## src/rtl/demux_pkg.sv

```systemverilog
`default_nettype none
// ============================================================================
// Module      : demux_pkg
// Description : Shared lane-count, select-width and lane-mask type for the
//               registered 1:8 demultiplexer and its select decoder.
//               Contents:
//                 NUM_LANES     - number of output lanes (8)
//                 SEL_WIDTH     - width of the lane index (3)
//                 lane_onehot_t - one bit per lane
//                 lane_onehot() - index-to-one-hot helper
// Revision    : 1.0 - initial release
// ============================================================================
package demux_pkg;

  localparam int NUM_LANES = 8;
  localparam int SEL_WIDTH = 3;

  typedef logic [NUM_LANES-1:0] lane_onehot_t;

  // Every 3-bit index maps to exactly one lane, so no range check is needed.
  function automatic lane_onehot_t lane_onehot(input logic [SEL_WIDTH-1:0] sel);
    return lane_onehot_t'(1) << sel;
  endfunction

endpackage : demux_pkg
`default_nettype wire

```

## src/rtl/demux_sel_decoder.sv

```systemverilog
`default_nettype none
// ============================================================================
// Module      : demux_sel_decoder
// Description : Combinational 3-to-8 decoder with enable. Its output is the
//               per-lane write strobe for the data registers and the
//               next-state value of the lane-valid register.
// Ports       :
//   i_enable    in   1          1 = decode i_sel, 0 = all-zero mask
//   i_sel       in   SEL_WIDTH  lane index 0..7
//   o_lane_mask out  NUM_LANES  one-hot (or zero) lane mask
// Revision    : 1.0 - initial release
// ============================================================================
module demux_sel_decoder
  import demux_pkg::*;
(
  input  logic                 i_enable,
  input  logic [SEL_WIDTH-1:0] i_sel,
  output lane_onehot_t         o_lane_mask
);

  always_comb begin
    o_lane_mask = '0;
    if (i_enable) begin
      o_lane_mask = lane_onehot(i_sel);
    end
  end

endmodule : demux_sel_decoder
`default_nettype wire

```

## src/rtl/demux_1_8_registered.sv

```systemverilog
`default_nettype none
// ============================================================================
// Module      : demux_1_8_registered
// Description : 1:8 demultiplexer with registered outputs. Data_In is routed
//               to the lane chosen by Select_In when Enable_In is high; all
//               outputs change only on the rising clock edge (one cycle of
//               latency) or on asynchronous reset.
// Parameters  :
//   DATA_WIDTH      width of Data_In and of each lane output
//   HOLD_UNSELECTED 0 = unwritten lanes clear to zero each edge
//                   1 = unwritten lanes keep their last value
// Ports       :
//   Clk_In      in   1           system clock, rising edge
//   Reset_N_In  in   1           asynchronous active-low reset
//   Enable_In   in   1           1 = write the selected lane this edge
//   Data_In     in   DATA_WIDTH  data to route
//   Select_In   in   3           lane index 0..7
//   Data_k_Out  out  DATA_WIDTH  registered lane outputs, k = 0..7
//   Valid_Out   out  8           one-hot: bit k = lane k written last edge
// Revision    : 1.0 - initial release
// ============================================================================
module demux_1_8_registered
  import demux_pkg::*;
#(
  parameter int DATA_WIDTH      = 1,
  parameter bit HOLD_UNSELECTED = 1'b0
) (
  input  logic                  Clk_In,
  input  logic                  Reset_N_In,
  input  logic                  Enable_In,
  input  logic [DATA_WIDTH-1:0] Data_In,
  input  logic [SEL_WIDTH-1:0]  Select_In,
  output logic [DATA_WIDTH-1:0] Data_0_Out,
  output logic [DATA_WIDTH-1:0] Data_1_Out,
  output logic [DATA_WIDTH-1:0] Data_2_Out,
  output logic [DATA_WIDTH-1:0] Data_3_Out,
  output logic [DATA_WIDTH-1:0] Data_4_Out,
  output logic [DATA_WIDTH-1:0] Data_5_Out,
  output logic [DATA_WIDTH-1:0] Data_6_Out,
  output logic [DATA_WIDTH-1:0] Data_7_Out,
  output lane_onehot_t          Valid_Out
);

  lane_onehot_t          w_lane_mask;
  logic [DATA_WIDTH-1:0] r_lane_data [NUM_LANES];
  lane_onehot_t          r_valid;

  demux_sel_decoder u_sel_decoder (
    .i_enable    (Enable_In),
    .i_sel       (Select_In),
    .o_lane_mask (w_lane_mask)
  );

  // One register bank for all lanes; the decoder mask is the write strobe.
  // A lane that is not written either clears or holds depending on
  // HOLD_UNSELECTED, which also covers the Enable_In=0 case (mask all-zero).
  always_ff @(posedge Clk_In or negedge Reset_N_In) begin
    if (!Reset_N_In) begin
      for (int k = 0; k < NUM_LANES; k++) begin
        r_lane_data[k] <= '0;
      end
    end else begin
      for (int k = 0; k < NUM_LANES; k++) begin
        if (w_lane_mask[k]) begin
          r_lane_data[k] <= Data_In;
        end else if (!HOLD_UNSELECTED) begin
          r_lane_data[k] <= '0;
        end
      end
    end
  end

  // Valid marks a write, independent of the data value, so it follows the
  // mask directly and is one-hot or zero by construction.
  always_ff @(posedge Clk_In or negedge Reset_N_In) begin
    if (!Reset_N_In) begin
      r_valid <= '0;
    end else begin
      r_valid <= w_lane_mask;
    end
  end

  assign Data_0_Out = r_lane_data[0];
  assign Data_1_Out = r_lane_data[1];
  assign Data_2_Out = r_lane_data[2];
  assign Data_3_Out = r_lane_data[3];
  assign Data_4_Out = r_lane_data[4];
  assign Data_5_Out = r_lane_data[5];
  assign Data_6_Out = r_lane_data[6];
  assign Data_7_Out = r_lane_data[7];
  assign Valid_Out  = r_valid;

endmodule : demux_1_8_registered
`default_nettype wire

```

## config.mk

```make
export PLATFORM = sky130hd
export DESIGN_NAME = demux_1_8_registered
export DESIGN_NICKNAME = d
export VERILOG_FILES = /design/src/rtl/demux_pkg.sv /design/src/rtl/demux_sel_decoder.sv /design/src/rtl/demux_1_8_registered.sv
export SDC_FILE = /design/constraint.sdc
export NUM_CORES = 1
export LEC_CHECK = 0
export CAP_MARGIN = 20
export CELL_PAD_IN_SITES_DETAIL_PLACEMENT = 0
export CELL_PAD_IN_SITES_GLOBAL_PLACEMENT = 1
export CORE_MARGIN = 2
export CORE_UTILIZATION = 29
export CTS_BUF_LIST = sky130_fd_sc_hd__clkbuf_4 sky130_fd_sc_hd__clkbuf_8 sky130_fd_sc_hd__clkbuf_16
export CTS_CLUSTER_DIAMETER = 200
export DETAILED_ROUTE_END_ITERATION = 7
export PLACE_DENSITY_LB_ADDON = 0.1
export SLEW_MARGIN = 5
export SYNTH_ARGS = -nofsm -noshare
export SYNTH_HDL_FRONTEND = slang
export SYNTH_SLANG_ARGS = --single-unit
```

## constraint.sdc

```tcl
create_clock -name Clk_In -period 0.8 [get_ports Clk_In]
set_input_delay 0.16 -clock Clk_In [delete_from_list [all_inputs] [get_ports Clk_In]]
set_output_delay 0.16 -clock Clk_In [all_outputs]
set_load 0.02 [all_outputs]
```

[Word-level counts from Yosys, hierarchy flattened]
Cells that the tools add are included.
Storage, ports and cells
  input port bits: 7
  register bits after elaboration: 16
  output and inout port bits: 16
Operators by class
  shifts and indexed selects: 1
  multiplexer cells: 9
Operators by type and width (number)
  1-bit two-way mux: 8
  8-bit two-way mux: 1
  1-bit by 3-bit << shifter with 8-bit output, first input constant: 1

[Depth between registers and ports, before layout]
  depth after elaboration: 3
  gate-level depth with buffers: 2

[By module]
Synthesis repeated with hierarchy kept, for this count alone.
Unflattened totals
  cell total of the unflattened synthesis: 32
  area, all modules: 545.5 um2
Modules (own cells, without submodules)
  demux_1_8_registered: times used 1, area an instance 450.4 um2, cells each 24
  demux_sel_decoder: times used 1, area an instance 95.1 um2, cells each 8

[Least setup slack after synthesis]
Ideal clock, no wire load.
  path type: reg-to-output
  from: register r_lane_data (netlist bit Data_0_Out)
  to: output port Data_0_Out
  path slack: 224 ps
  arrival: 416 ps
  required time: 640 ps
  buffers on the path: 0
  stages on the path, launching flop included: 1
  path through: dfrtp_1
RTL lines
  from (decl): line demux_1_8_registered.sv:45  | logic [DATA_WIDTH-1:0] r_lane_data [NUM_LANES];
  from (signal, indexed assignment): line demux_1_8_registered.sv:65  | r_lane_data[k] <= Data_In;
  to (decl): line demux_1_8_registered.sv:33  | output logic [DATA_WIDTH-1:0] Data_0_Out,
No word-level cell between the ends.

[Worst setup path after layout]
  from: register r_lane_data (netlist bit Data_2_Out)
  to: output port Data_2_Out
RTL lines
  to (decl): line demux_1_8_registered.sv:35  | output logic [DATA_WIDTH-1:0] Data_2_Out,
No word-level cell between the ends.

==> results.sh <==
export IMPL_period_minus_slack_ps=954
export IMPL_drive_above_1_share=0.406
export IMPL_synth_seq_cells=16
export IMPL_clk_pin_slew_ps=80
export IMPL_finalHoldViolCount=0
export IMPL_crit_type="register to output pin"
export IMPL_grt_pass1_vias=399
export IMPL_cts_tree="done"
export IMPL_setup_violations=16
export IMPL_path_delay_family="flip-flops"
export IMPL_dp_hpwl_um=785
export IMPL_fin_ws_ps=-154
export IMPL_die_y_um=45.7
export IMPL_ys_top_cells_by_area="dfrtp_1 (79%), nor2_1 (8.9%), nor3_1 (4.0%), nand2b_1 (3.7%), nand2_1 (1.5%)"
export IMPL_worstPathArrival_ps=790
export IMPL_dp_cells=83
export IMPL_row_count=15
export IMPL_grt_antenna_before_repair=0
export IMPL_viasPerCell=4.35
export IMPL_io_buffers=22
export IMPL_core_area_um2=1690
export IMPL_tightestPinTransition_ps=228
export IMPL_rsz0062_at_grt="true"
export IMPL_drt_pass1_iter_count=1
export IMPL_clock_sinks=16
export IMPL_cap_violations=0
export IMPL_clkPwrFrac=0.278
export IMPL_powerDensity_nw_per_um2=1640
export IMPL_n_antenna_cell=0
export IMPL_start_util=0.299
export IMPL_pwr_share_comb=0.126
export IMPL_grt_pass1_wl_um=1680
export IMPL_synthCells=39
export IMPL_synth_warnings=0
export IMPL_cp_slowest_cell="dfrtp_1"
export IMPL_dpl_cell_area_um2=796
export IMPL_synthDistinctLibCells=7
export IMPL_finalInstanceArea_um2=853
export IMPL_p_leak_nw=0.433
export IMPL_grt_max_degree=17
export IMPL_critical_path_buf_inv_count=1
export IMPL_path_max_fanout=1
export IMPL_remaining_drc_errors=0
export IMPL_avgRoutedWirePerCell_um=11.7
export IMPL_cts_hold_buf=0
export IMPL_max_slew_margin_rel=0.848
export IMPL_grt_overflow_total=0
export IMPL_dr_total_vias=374
export IMPL_internal_power_w=0.00108
export IMPL_drt_wl_total_um=1010
export IMPL_synth_top_area_cell="dfrtp_1"
export IMPL_die_x_um=45.7
export IMPL_p_switching_w=0.000311
export IMPL_numCtsBuffers=3
export IMPL_whs_ps=217
export IMPL_crit_path_cell_trace="buf_6"
export IMPL_grt_total_usage=0.119
export IMPL_io_pins=23
export IMPL_fin_cells=86
export IMPL_finalMaxSlewViolations=0
export IMPL_ant_nets=0
export IMPL_ctsLongestPathBuffers=2
export IMPL_place_congestion=0.620
export IMPL_power_share_sequential=0.596
export IMPL_synth_area_um2=504
export IMPL_nFillCells=169
export IMPL_status="complete, but fails checks"
export IMPL_power_switching_share=0.223
export IMPL_fmax_ghz=1.05
export IMPL_failed_checks="negative setup slack"
export IMPL_dieArea_um2=2090
export IMPL_netlist_area_leader_share=0.794
export IMPL_syn2layout_area_growth_pct=69.2
export IMPL_place_ws_ps=-341
export IMPL_worstSetupEndpointType="output pin"
export IMPL_cp_slowest_stage_delay_ps=390
export IMPL_min_period_over_period=1.19
export IMPL_synth_area_per_cell_um2=12.9
export IMPL_worst_setup_path_start_kind="register"
export IMPL_peakVddDrop_uv=754
export IMPL_drt_first_iter_violations=0
export IMPL_synth_seq_area_share=0.794
export IMPL_cts_root_buf="clkbuf_4"
export IMPL_h_tree_depth=1
export IMPL_syn_num_nets=46
export IMPL_tns_ps=-2210
export IMPL_crit_required_ps=640
export IMPL_layout_common_cells="dfrtp_1 (16), buf_6 (16), nor2_1 (11)"
export IMPL_hold_class="input pin to asynchronous set/reset pin"
export IMPL_final_nets=78
export IMPL_cts_setup_buffers=0
-- synthesized netlist by cell type --
cell and count:
dfrtp_1 16, nor2_1 12, nand2b_1 3, nand3_1 1
nand3b_1 1, nand2_1 2, nor3_1 4
-- final timing paths --
path                                      start                     end  slack (ps)  cells after the start
setup / recovery           Data_2_Out$_DFF_PN0_              Data_2_Out        -150                      1
min in group Clk_In                Select_In[2]  Valid_Out[6]$_DFF_PN0_         380                      3
max in group asynchronous            Reset_N_In    Data_7_Out$_DFF_PN0_         460                      2
hold / removal                       Reset_N_In  Valid_Out[3]$_DFF_PN0_         220                      2
-- power by group through the flow --
stage	Combinational [W]	Clock [W]	Sequential, W
finish	0.000176	0.000388	0.000832
global route	0.000194	0.000451	0.000834
CTS	0.000175	0.000419	0.000832
detailed placement	0.000174	0	0.000845
global placement	0.000174	0	0.000845
floorplan	0.0000275	0	0.000867
-- per-layer routing --
metal,global-route usage,vias to the layer above,part of all wire
met5,0,-,0
met4,0.0686,0,0
met3,0.0357,0,0.042
met2,0.192,10,0.54
met1,0.139,178,0.42
li1,-,186,-
-- registers in the layout (all words and copies together) (netlist names) --
signal and cells:
Data_0_Out 1, Data_1_Out 1, Data_2_Out 1, Data_3_Out 1, Data_4_Out 1, Data_5_Out 1
Data_6_Out 1, Data_7_Out 1, Valid_Out 8
-- cells by family after synthesis --
group	Yosys count	synth area share
simple gates	23	0.206
flops	16	0.794
-- per-stage QoR --
stage / total power [W] / util
floorplan: 0.000895 / -
global placement: 0.00102 / 0.471
detailed placement: 0.00102 / 0.471
CTS: 0.00143 / 0.498
global route: 0.00148 / 0.505
finish: 0.00140 / 0.505
-- what timing repair did --
item	in CTS	in global routing
gates resized for setup	101	3
setup endpoints to repair	25	19
pin swaps	2	1
endpoints found under the hold margin	0	0
-- cell type report --
cell class,count,area (µm²),area share
Sequential cell,16,400,0.469
Timing Repair Buffer,27,285,0.334
Multi-Input combinational cell,23,124,0.145
Clock buffer,3,22.5,0.0264
Tap cell,17,21.3,0.0249
Power figures use the tool's default switching activity.
